File: src/rtl/pcpu_pipe_pkg.sv
// Shared definitions for the PCPU inter-stage registers: field widths,
// payload packing offsets and the stage occupancy encoding.
package pcpu_pipe_pkg;

  localparam int PC_W   = 32;
  localparam int REG_W  = 5;
  localparam int CTRL_W = 32;
  localparam int XLEN   = 32;

  // Default payload: PC, rs1, rs2, rd, ctrl, RD1, RD2, imm (imm at bit 0)
  localparam int PAYLOAD_W_DEF = PC_W + 3 * REG_W + CTRL_W + 3 * XLEN;

  localparam int IMM_LSB  = 0;
  localparam int RD2_LSB  = IMM_LSB + XLEN;
  localparam int RD1_LSB  = RD2_LSB + XLEN;
  localparam int CTRL_LSB = RD1_LSB + XLEN;
  localparam int RD_LSB   = CTRL_LSB + CTRL_W;
  localparam int RS2_LSB  = RD_LSB + REG_W;
  localparam int RS1_LSB  = RS2_LSB + REG_W;
  localparam int PC_LSB   = RS1_LSB + REG_W;

  typedef enum logic [1:0] {
    EMPTY = 2'd0,
    BUSY  = 2'd1,
    FULL  = 2'd2
  } stage_state_e;

endpackage

File: src/rtl/pipe_stage_reg.sv
// Pipeline stage register with a 2-entry skid buffer: 1-cycle latency, full throughput.
// Backpressure: in_ready is decoded from registered state only, so out_ready never reaches it combinationally.
module pipe_stage_reg
  import pcpu_pipe_pkg::*;
#(
  parameter int PAYLOAD_W   = PAYLOAD_W_DEF,
  parameter bit ZERO_BUBBLE = 1'b1,
  parameter int CNT_W       = 16
) (
  input  logic                 Clk,
  input  logic                 Rst,
  input  logic                 flush,
  input  logic                 in_valid,
  output logic                 in_ready,
  input  logic [PAYLOAD_W-1:0] in_data,
  output logic                 out_valid,
  input  logic                 out_ready,
  output logic [PAYLOAD_W-1:0] out_data,
  output logic                 skid_full,
  output logic [CNT_W-1:0]     stall_cnt,
  input  logic                 stall_clr
);

  stage_state_e         state;
  stage_state_e         state_nxt;
  logic [PAYLOAD_W-1:0] m_data;
  logic [PAYLOAD_W-1:0] s_data;
  logic                 in_xfer;
  logic                 out_xfer;
  logic                 load_m_in;
  logic                 load_m_skid;
  logic                 load_s;

  assign in_xfer  = in_valid & in_ready;
  assign out_xfer = out_valid & out_ready;
  assign out_data = m_data;

  always_ff @(posedge Clk) begin
    if (Rst) state <= EMPTY;
    else     state <= state_nxt;
  end

  always_comb begin
    state_nxt   = state;
    load_m_in   = 1'b0;
    load_m_skid = 1'b0;
    load_s      = 1'b0;
    if (flush) begin
      state_nxt = EMPTY;
    end else begin
      case (state)
        EMPTY: begin
          if (in_xfer) begin
            load_m_in = 1'b1;
            state_nxt = BUSY;
          end
        end
        BUSY: begin
          if (in_xfer && out_xfer) begin
            load_m_in = 1'b1;
          end else if (in_xfer) begin
            load_s    = 1'b1;
            state_nxt = FULL;
          end else if (out_xfer) begin
            state_nxt = EMPTY;
          end
        end
        FULL: begin
          // in_ready is low here, so only the drain path exists
          if (out_xfer) begin
            load_m_skid = 1'b1;
            state_nxt   = BUSY;
          end
        end
        default: state_nxt = EMPTY;
      endcase
    end
  end

  always_comb begin
    in_ready  = (state != FULL);
    out_valid = (state != EMPTY);
    skid_full = (state == FULL);
  end

  always_ff @(posedge Clk) begin
    if ((Rst || flush) && ZERO_BUBBLE) begin
      m_data <= '0;
      s_data <= '0;
    end else if (!Rst) begin
      if (load_m_in)        m_data <= in_data;
      else if (load_m_skid) m_data <= s_data;
      if (load_s)           s_data <= in_data;
    end
  end

  // Counts cycles where a valid beat is refused; flush deliberately leaves it alone
  always_ff @(posedge Clk) begin
    if (Rst || stall_clr) begin
      stall_cnt <= '0;
    end else if (out_valid && !out_ready && (stall_cnt != {CNT_W{1'b1}})) begin
      stall_cnt <= stall_cnt + 1'b1;
    end
  end

endmodule
File: config.mk
export PLATFORM = sky130hd
export DESIGN_NAME = pipe_stage_reg
export DESIGN_NICKNAME = d
export VERILOG_FILES = /design/src/rtl/pcpu_pipe_pkg.sv /design/src/rtl/pipe_stage_reg.sv
export SDC_FILE = /design/constraint.sdc
export NUM_CORES = 1
export LEC_CHECK = 0
export BUFFER_PORTS_ARGS = -buffer_cell sky130_fd_sc_hd__buf_2
export CORE_MARGIN = 8
export CORE_UTILIZATION = 35
export DETAILED_ROUTE_END_ITERATION = 10
export PLACE_DENSITY_LB_ADDON = 0.12
export REMOVE_ABC_BUFFERS = 1
export SLEW_MARGIN = 25
export SYNTH_ARGS = -nofsm -noshare
export SYNTH_HDL_FRONTEND = slang
export SYNTH_SLANG_ARGS = --single-unit
export TNS_END_PERCENT = 30
File: constraint.sdc
create_clock -name Clk -period 2.2 [get_ports Clk]
set_input_delay 0.44 -clock Clk [delete_from_list [all_inputs] [get_ports Clk]]
set_output_delay 0.44 -clock Clk [all_outputs]
set_load 0.005 [all_outputs]
==> results of run 1 <==
[per-layer routing]
layer | track usage (%) | routed length [um] | share of wire (%) | vias to the layer above
met5 | 0 | 64 | 0.15 | -
met4 | 4.353 | 792 | 1.9 | 10
met3 | 5.046 | 2964 | 6.9 | 58
met2 | 27.51 | 19950 | 47 | 292
met1 | 21.44 | 18950 | 44 | 5685
li1 | - | - | - | 6391
[critical path, cell delays in order (launching register included)]
cell,delay (ns)
dfxtp_1,0.37
or2_2,0.31
buf_2,0.13
[placed cells by master (no fill, tap or decap), drive strengths merged, types with 2 or more instances in the layout]
| cell | n |
|---|---|
| clkinv | 8 |
| xor2 | 5 |
| nand4 | 4 |
| o21ai | 4 |
| a21oi | 180 |
| clkbuf | 63 |
| nor2 | 195 |
| nor2b | 2 |
| nor4 | 4 |
| bufinv | 4 |
| nand4b | 2 |
| xnor2 | 7 |
| or2 | 4 |
| buf | 444 |
| and4 | 2 |
| a211oi | 177 |
| a31oi | 3 |
| nor3 | 2 |
| dfxtp | 368 |
| nand3 | 5 |
| nand2b | 3 |
| mux2i | 175 |
| inv | 2 |
| or3 | 2 |
| nand2 | 358 |
[cell type report]
type,instances,area (um2)
Antenna cell,1,2.502
Sequential cell,368,7367
Inverter,2,7.507
Clock inverter,12,167.7
Timing Repair Buffer,444,2835
Multi-Input combinational cell,1139,6475
Fill cell,3982,22090
Tap cell,532,665.6
Clock buffer,63,1314
[through the flow]
stage	cells	hold slack, ns	TNS (ns)	power, mW	area (um2)
floorplan	1509	0.4357	-1576.50	7.873	13820
global placement	2485	0.4406	0	8.437	17350
detailed placement	2485	0.4456	0	8.450	17350
CTS	2560	0.09457	0	15.87	18830
global route	2560	0.1020	0	16.29	18830
finish	2561	0.1275	0	15.63	18830
[worst paths after layout]
path                         to  slack, ns  cells after the start
setup reg to reg  stall_cnt[12]       0.44                      6
setup / recovery      out_valid       0.42                      2
hold reg to reg      s_data[79]       0.45                      2
hold / removal         state[1]       0.13                      2
[cell families after synthesis]
kind of cell | Yosys count | share of synthesized area [%]
muxes | 175 | 12.06
and+or+nand+nor | 584 | 15.76
AOI/OAI and AO/OA | 367 | 15.78
buffers and inverters | 140 | 4.851
adders and majority gates | 1 | 0.08615
xor gates and xnor gates | 12 | 0.7238
DFF | 368 | 50.73
[power breakdown]
group	internal (mW)	switching (mW)	leakage, nW	total, mW
logic	0.609	0.768	3.70	1.38
registers	6.81	0.0908	2.98	6.90
clock network	4.59	2.76	0.736	7.35
total	12.0	3.62	7.42	15.6
[sequential cells by signal, summed over array words and instances (netlist names)]
register / flops
out_data: 175
s_data: 175
stall_cnt: 16
state: 2
==> out/metrics.yaml, run 1 <==
status:
  status: "finished clean"
clock_tree:
  post_cts_resized: 0
  cts_buffer_depth: 3
  cts_root_buffer: "clkbuf_16"
  clk_pin_slew_ns: 0.05
  cts_sinks: 368
  postCtsHoldBufs: 0
  htreeDepth: 2
  cts_tree: "done"
  clk_latency_ns: 0.55
  cts_setup_buffers: 0
  cts_inserted_buffers: 42
final_layout:
  drive_gt1_share_pct: 25.74
  area_growth_pct: 29.70
  nNetsFinal: 2179
  finish.utilization_pct: 46.02
worst_setup_path:
  worstSetupPathType: "reg -> out"
  worstPathMaxFanout: 7
  reg2reg_from: "stall_cnt[0]"
  cp_data_required_time_ns: 1.76
  critPathLaunch: "state[1]"
  cp-end-kind: "output pin"
  start_kind: "flip-flop"
  critPathArrivalTime_ns: 1.34
die:
  dieArea_mm2: 0.04826
  start_util_pct: 35.48
  die_h_um: 219.7
  die_width_um: 219.7
  rows: 74
  num_io_pins: 375
  core-area_mm2: 0.04092
logic_synthesis:
  synth-edff-count: 0
  syn-cell-area_mm2: 0.01452
  yosysUniqueCellTypes: 37
  syn_avg_cell_area_um2: 8.817
  synth_top_area_share_pct: 50.73
  ys_async_sr_fraction_pct: 0
  synth_seq_cells: 368
  ys.warnings.count: 0
  ys_top_cells_by_area: "dfxtp_1 (51%), mux2i_1 (12%), nand2_1 (9.3%)"
  yosysSeqAreaShare_pct: 50.73
  synth_common_cells: "dfxtp_1 (368), nand2_1 (358), nor2_1 (194)"
  synth_top_area_cell: "dfxtp_1"
  synth_ff_type: "dfxtp_1"
  synth.most_common_cell: "dfxtp_1"
  synth_cells: 1647
pwr:
  peakVddDrop_uv: 511.8
  power.density_mw_per_mm2: 829.8
  leakagePower_nw: 7.418
placement:
  post-place-ws_ns: 0.2339
  hpwl_um: 30600
  routabilityCongestion: 0.7717
  portBuffers: 374
sta:
  setup_violations: 0
  fin_worst_skew_ns: 0.009163
  fmax_mhz: 560.4
  worst_pin_slew_ns: 0.5335
  setup_ws_ns: 0.4155
  finalHoldViolCount: 0
  layout_min_cycle_time_ns: 1.785
  slew_viol_final: 0
  fin_crit_sh_pct: 81.11
  rsz0062_at_grt: "no"
  slew_headroom_pct: 64.13
drt:
  viasPerCell: 4.856
  ant_nets: 0
  route.detailed.drc: 0
  wl_per_cell_um: 16.68
  drt_iter0_drc: 740
  drt-total-wl_um: 42720
  dr.pass1.iters: 5
  vias: 12436
global_routing:
  antenna_found_initial: 6
  track_usage_pct: 16.82
  grt_max_degree: 98
  grt_first_pass_wirelength_um: 65630
  grt_pass1_vias: 11800
  grt-ovfl-total: 0
hold_path:
  hp-start: "out_ready"
  min_path_type: "in -> reg"
job:
  max_cap_violations: 0
No activity file was read; power rests on OpenSTA's default activity.
==> run 2, diff against run 1 <==
clock period = 1.75 ns   (was 2.2 ns; I/O delays follow)
==> out/metrics.yaml, run 2 (synthesis results as in run 1) <==
die:
  die_width_um: 219.7  # unchanged
  start_util_pct: 35.48  # unchanged
  dieArea_mm2: 0.04826  # unchanged
  die_h_um: 219.7  # unchanged
  num_io_pins: 375  # unchanged
  core-area_mm2: 0.04092  # unchanged
  rows: 74  # unchanged
pwr:
  leakagePower_nw: 7.718  # was 7.418 nW
  p_clk_share_pct: 45.4  # was 47.0%
  power.density_mw_per_mm2: 997.3  # was 829.8 mW/mm2
  cell_internal_pwr_mw: 14.80  # was 12.01 mW
  power.total_mw: 19.35  # was 15.63 mW
  switching_share_pct: 23.49  # was 23.16%
  seqPwrFrac_pct: 44.9  # was 44.2%
  p_switching_mw: 4.544  # was 3.620 mW
  peakVddDrop_uv: 667.2  # was 511.8 uV
  combPwrFrac_pct: 9.7  # was 8.8%
sta:
  layout_min_cycle_time_ns: 1.673
  slew_headroom_pct: 74.79  # was 64.13%
  finalHoldViolCount: 0  # unchanged
  fin_tns_setup_ns: 0  # unchanged
  fmax_mhz: 597.6
  setup_ws_ns: 0.07652  # was 0.4155 ns
  worst_pin_slew_ns: 0.3782  # was 0.5335 ns
  fin_worst_skew_ns: 0.01666  # was 0.009163 ns
  fin_crit_sh_pct: 95.63
  setup_violations: 0  # unchanged
  slew_viol_final: 0  # unchanged
job:
  max_cap_violations: 0  # unchanged
final_layout:
  layout_commonest_cell: "buf_2"  # unchanged
  area_growth_pct: 33.59  # was 29.70%
  nNetsFinal: 2231  # was 2179
  post-route-cell-area_mm2: 0.01940  # was 0.01883 mm2
  layout_common_cells: "buf_2 (374), dfxtp_1 (366), nand2_1 (356), nor2_1 (194), a21oi_1 (180)"  # was buf_2 (374), dfxtp_1 (368), nand2_1 (357), nor2_1 (194), a21oi_1 (180)
  nFillCells: 3964  # was 3982
  drive_gt1_share_pct: 27.51  # was 25.74%
  finish.utilization_pct: 47.40  # was 46.02%
drt:
  drt-total-wl_um: 44130  # was 42720 um
  wl_per_cell_um: 16.88  # was 16.68 um
  ant_nets: 0  # unchanged
  route.detailed.drc: 0  # unchanged
  dr.pass1.iters: 5  # unchanged
  drt_iter0_drc: 681  # was 740
  vias: 12663  # was 12436
  viasPerCell: 4.842  # was 4.856
worst_setup_path:
  worstPathMaxFanout: 8  # was 7
  worstSetupPathType: "reg -> reg"  # was reg -> out
  cp_data_required_time_ns: 2.18  # was 1.76 ns
  start_kind: "flip-flop"  # unchanged
  cp-end-kind: "flip-flop"  # was output pin
  critPathArrivalTime_ns: 2.11  # was 1.34 ns
status:
  status: "finished clean"  # unchanged
global_routing:
  grt_first_pass_wirelength_um: 67150  # was 65630 um
  antenna_found_initial: 10  # was 6
  track_usage_pct: 17.12  # was 16.82%
  grt-ovfl-total: 0  # unchanged
  grt_max_degree: 61  # was 98
  grt_pass1_vias: 12272  # was 11800
clock_tree:
  cts_buffer_depth: 3  # unchanged
  htreeDepth: 2  # unchanged
  cts_tree: "done"  # unchanged
  clk_pin_slew_ns: 0.06  # was 0.05 ns
  clk_latency_ns: 0.55  # about the same
  cts_inserted_buffers: 42  # unchanged
  cts_sinks: 368  # unchanged
  cts_root_buffer: "clkbuf_16"  # unchanged
hold_path:
  min_path_type: "in -> reg"  # unchanged
placement:
  post-place-ws_ns: -0.06722  # was 0.2339 ns
  hpwl_um: 31530  # was 30600 um
  portBuffers: 374  # unchanged
  routabilityCongestion: 0.7932  # was 0.7717
  dpl_cell_area_mm2: 0.01779  # was 0.01735 mm2
==> run 2: worst paths after layout <==
kind,from,endpoint,slack [ns],cells past startpoint
worst max-delay path,state[1],out_data[28],0.08,9
worst min-delay path,in_data[52],s_data[52],0.04,3
worst max register to register,state[1],out_data[28],0.08,9
worst min register to register,s_data[93],s_data[93],0.45,2
==> run 2: per-stage QoR <==
step           std cells  hold WS (ns)
6_report            2615       0.04407
5_1_grt             2614       0.01637
4_1_cts             2600      0.002320
3_5_place_dp        2525        0.4453
3_3_place_gp        2525        0.4404
2_1_floorplan       1509        0.4293
==> run 2: metal layers <==
metal / part of all wire [%] / global-route usage [%] / up-vias
met5: 0.18 / 0 / -
met4: 2.0 / 4.596 / 12
met3: 6.6 / 4.799 / 73
met2: 47 / 28.52 / 286
met1: 44 / 21.55 / 5826
li1: - / - / 6466
==> run 2: worst max-delay path, cell delays in order (launching register included) <==
cell       delay, ns
dfxtp_2         0.35
nor2b_4         0.12
nand2_2         0.08
nor2_4          0.19
buf_12          0.14
buf_12          0.10
clkbuf_16       0.16
buf_4           0.14
mux2i_1         0.19
a211oi_1        0.09
==> run 2: area by class of cell <==
| cell class | count | area (um2) | area share, % |
|---|---|---|---|
| multi-input cells | 1139 | 6490 | 33.46 |
| inverters | 2 | 7.507 | 0.03870 |
| repair buffers | 496 | 3456 | 17.81 |
| clock buffers | 68 | 1343 | 6.921 |
| flip-flops and latches | 368 | 7370 | 37.99 |
| clock inverters | 6 | 57.56 | 0.2967 |
| diodes | 4 | 10.01 | 0.05160 |
| well taps | 532 | 665.6 | 3.431 |
==> run 2: power by group through the flow <==
| stage | Sequential [mW] | Combinational [mW] | Clock, mW |
|---|---|---|---|
| floorplan | 8.85 | 1.05 | 0 |
| global placement | 8.86 | 1.82 | 0 |
| detailed placement | 8.86 | 1.83 | 0 |
| CTS | 8.68 | 1.84 | 9.09 |
| global route | 8.70 | 2.05 | 9.40 |
| finish | 8.68 | 1.88 | 8.79 |
==> run 2: repair_timing <==
item,CTS,global route
hold buffers,1,0
gates resized for setup,0,5
buffers inserted,0,8
endpoints found under the setup margin,0,96
endpoints found under the hold margin,1,0
==> run 3, diff against run 2 <==
ABC_AREA = 1   (was unset)
REMOVE_ABC_BUFFERS = unset   (was 1)
==> out/metrics.yaml, run 3 <==
status:
  status: "finished clean"  # unchanged
drt:
  wl_per_cell_um: 16.42  # was 16.88 um
  ant_nets: 0  # unchanged
  dr.pass1.iters: 6  # was 5
  drt_iter0_drc: 1038  # was 681
  route.detailed.drc: 0  # unchanged
  drt-total-wl_um: 50210  # was 44130 um
  viasPerCell: 4.772  # was 4.842
  vias: 14593  # was 12663
sta:
  worst_pin_slew_ns: 0.4866  # was 0.3782 ns
  fmax_mhz: 616.8  # was 597.6 MHz
  layout_min_cycle_time_ns: 1.621  # was 1.673 ns
  fin_worst_skew_ns: 0.007680  # was 0.01666 ns
  slew_viol_final: 0  # unchanged
  finalHoldViolCount: 0  # unchanged
  setup_violations: 0  # unchanged
  slew_headroom_pct: 67.53  # was 74.79%
  setup_ws_ns: 0.1286  # was 0.07652 ns
  whs_ns: 0.04149  # was 0.04407 ns
  fin_crit_sh_pct: 92.65  # was 95.63%
  fin_tns_setup_ns: 0  # unchanged
clock_tree:
  cts_tree: "done"  # unchanged
  cts_buffer_depth: 3  # unchanged
  cts_sinks: 368  # unchanged
  htreeDepth: 2  # unchanged
  clk_latency_ns: 0.54  # was 0.55 ns
  cts_root_buffer: "clkbuf_16"  # unchanged
  clk_pin_slew_ns: 0.06  # about the same
  cts_inserted_buffers: 42  # unchanged
worst_setup_path:
  start_kind: "flip-flop"  # unchanged
  worstPathMaxFanout: 57  # was 8
  worstSetupPathType: "reg -> reg"  # unchanged
  endpoint: "s_data[84]"  # was out_data[28]
  reg2reg_from: "state[0]"  # was state[1]
  reg2reg_slack_ns: 0.13  # was 0.08 ns
  timing.rr.end: "s_data[84]"  # was out_data[28]
  critPathArrivalTime_ns: 2.09  # was 2.11 ns
  critPathLaunch: "state[0]"  # was state[1]
  cp-end-kind: "flip-flop"  # unchanged
  reg2reg_depth: 7  # was 9
  cp_data_required_time_ns: 2.22  # was 2.18 ns
logic_synthesis:
  synth.most_common_cell: "dfxtp_1"  # unchanged
  synth_common_cells: "dfxtp_1 (368), o21ai_0 (365), inv_1 (329)"  # was dfxtp_1 (368), nand2_1 (358), nor2_1 (194)
  yosysSeqAreaShare_pct: 47.47  # was 50.73%
  syn-cell-area_mm2: 0.01552  # was 0.01452 mm2
  synth_nets: 2264
  synth_top_area_cell: "dfxtp_1"  # unchanged
  synth_ff_type: "dfxtp_1"  # unchanged
  synth_cells: 2082  # was 1647
  synth_top_area_share_pct: 47.47  # was 50.73%
  synth_seq_cells: 368  # unchanged
  synth-edff-count: 0  # unchanged
  ys_top_cells_by_area: "dfxtp_1 (47%), o21ai_0 (12%), inv_1 (8.0%)"  # was dfxtp_1 (51%), mux2i_1 (12%), nand2_1 (9.3%)
  ys_async_sr_fraction_pct: 0  # unchanged
  yosysUniqueCellTypes: 30  # was 37
  ys.warnings.count: 0  # unchanged
  syn_avg_cell_area_um2: 7.454  # was 8.817 um2
final_layout:
  nFillCells: 4570  # was 3964
  layout_commonest_cell: "buf_2"  # unchanged
  layout_common_cells: "buf_2 (374), dfxtp_1 (366), o21ai_0 (363), inv_1 (328), nand2_1 (278)"  # was buf_2 (374), dfxtp_1 (366), nand2_1 (356), nor2_1 (194), a21oi_1 (180)
  post-route-cell-area_mm2: 0.01996  # was 0.01940 mm2
  drive_gt1_share_pct: 22.36  # was 27.51%
  stdcell_count: 3058  # was 2615
  nNetsFinal: 2615  # was 2231
  area_growth_pct: 28.59  # was 33.59%
global_routing:
  grt_first_pass_wirelength_um: 77320  # was 67150 um
  track_usage_pct: 18.60  # was 17.12%
  antenna_found_initial: 2  # was 10
  grt-ovfl-total: 0  # unchanged
  grt_max_degree: 79  # was 61
  grt_pass1_vias: 13785  # was 12272
placement:
  placedCellCount: 2975  # was 2525
  hpwl_um: 34370  # was 31530 um
  post-place-ws_ns: -0.1433  # was -0.06722 ns
  routabilityCongestion: 0.8296  # was 0.7932
  portBuffers: 374  # unchanged
  dpl_cell_area_mm2: 0.01837  # was 0.01779 mm2
die:
  core-area_mm2: 0.04403  # was 0.04092 mm2
  dieArea_mm2: 0.05134  # was 0.04826 mm2
  die_width_um: 226.6  # was 219.7 um
  num_io_pins: 375  # unchanged
  rows: 77  # was 74
  start_util_pct: 35.25  # was 35.48%
  die_h_um: 226.6  # was 219.7 um
pwr:
  peakVddDrop_uv: 548.5  # was 667.2 uV
  power.density_mw_per_mm2: 977.5  # was 997.3 mW/mm2
  leakagePower_nw: 9.789  # was 7.718 nW
hold_path:
  min_path_type: "in -> reg"  # unchanged
job:
  max_cap_violations: 0  # unchanged
## run 3: power by group
group	switching, mW	total (mW)	leakage (nW)	internal, mW
logic	1.09	1.86	6.08	0.765
registers	0.145	8.76	2.99	8.61
clock network	3.52	8.89	0.713	5.37
total	4.76	19.5	9.79	14.8
## run 3: what timing repair did
action,4_1_cts,5_1_grt
pin swaps,1,0
gates cloned,0,2
endpoints found under the setup margin,55,267
hold buffers,1,0
gates resized for setup,0,13
setup buffers,1,2
hold endpoints to repair,1,0
## run 3: area by class of cell
class / count / area [um2] / area share, %
sequential: 368 / 7372 / 36.94
multi-input combinational: 1227 / 6207 / 31.10
timing repair buffer: 461 / 2948 / 14.77
clock buffer: 66 / 1375 / 6.890
inverter: 333 / 1261 / 6.320
tap: 592 / 740.7 / 3.712
clock inverter: 9 / 47.55 / 0.2382
antenna: 2 / 5.005 / 0.02508
## run 3: cell families (layout without fill, tap and decap cells)
| logic type | count (synthesis) | after routing | synth area share [%] |
|---|---|---|---|
| AO/OA/AOI/OAI | 778 | 778 | 27.98 |
| buffers and inverters | 487 | 869 | 12.73 |
| AND/OR/NAND/NOR | 442 | 442 | 11.40 |
| flip-flops | 368 | 368 | 47.47 |
| XOR/XNOR | 6 | 6 | 0.3386 |
| adder cells (fa/ha/maj) | 1 | 1 | 0.08061 |
| other | 0 | 2 | 0 |
## run 3: how the worst min path moves through the flow
stage	start	end	slack (ns)	cells after the start
floorplan	s_data[102]	s_data[102]	0.42	2
global placement	s_data[3]	s_data[3]	0.43	2
detailed placement	s_data[129]	s_data[129]	0.44	2
CTS	in_data[150]	s_data[150]	0.007	3
global route	in_data[147]	s_data[147]	0.03	3
finish	in_data[145]	s_data[145]	0.04	3
## run 3: worst max-delay path: stages, from the launching register on
cell and delay [ns]:
dfxtp_2 0.37, nand2_2 0.12, nor3_4 0.21, buf_12 0.14, buf_4 0.18, nand2_4 0.08, buf_12 0.21, a21oi_1 0.18
## run 3: metal layers
metal / track usage (%) / part of all wire [%] / vias up / wire length [um]
met1: 24.94 / 46 / 6720 / 23180
met5: 0 / 0 / - / 0
met4: 5.249 / 1.9 / 0 / 972
met2: 30.04 / 46 / 370 / 23100
met3: 3.815 / 5.9 / 62 / 2957
li1: - / - / 7441 / -
## run 3: per-stage QoR
step / power, mW / util [%]
2_1_floorplan: 9.836 / -
5_1_grt: 20.33 / 45.32
3_5_place_dp: 10.78 / 41.73
3_3_place_gp: 10.76 / 41.73
6_report: 19.51 / 45.33
4_1_cts: 19.77 / 45.03
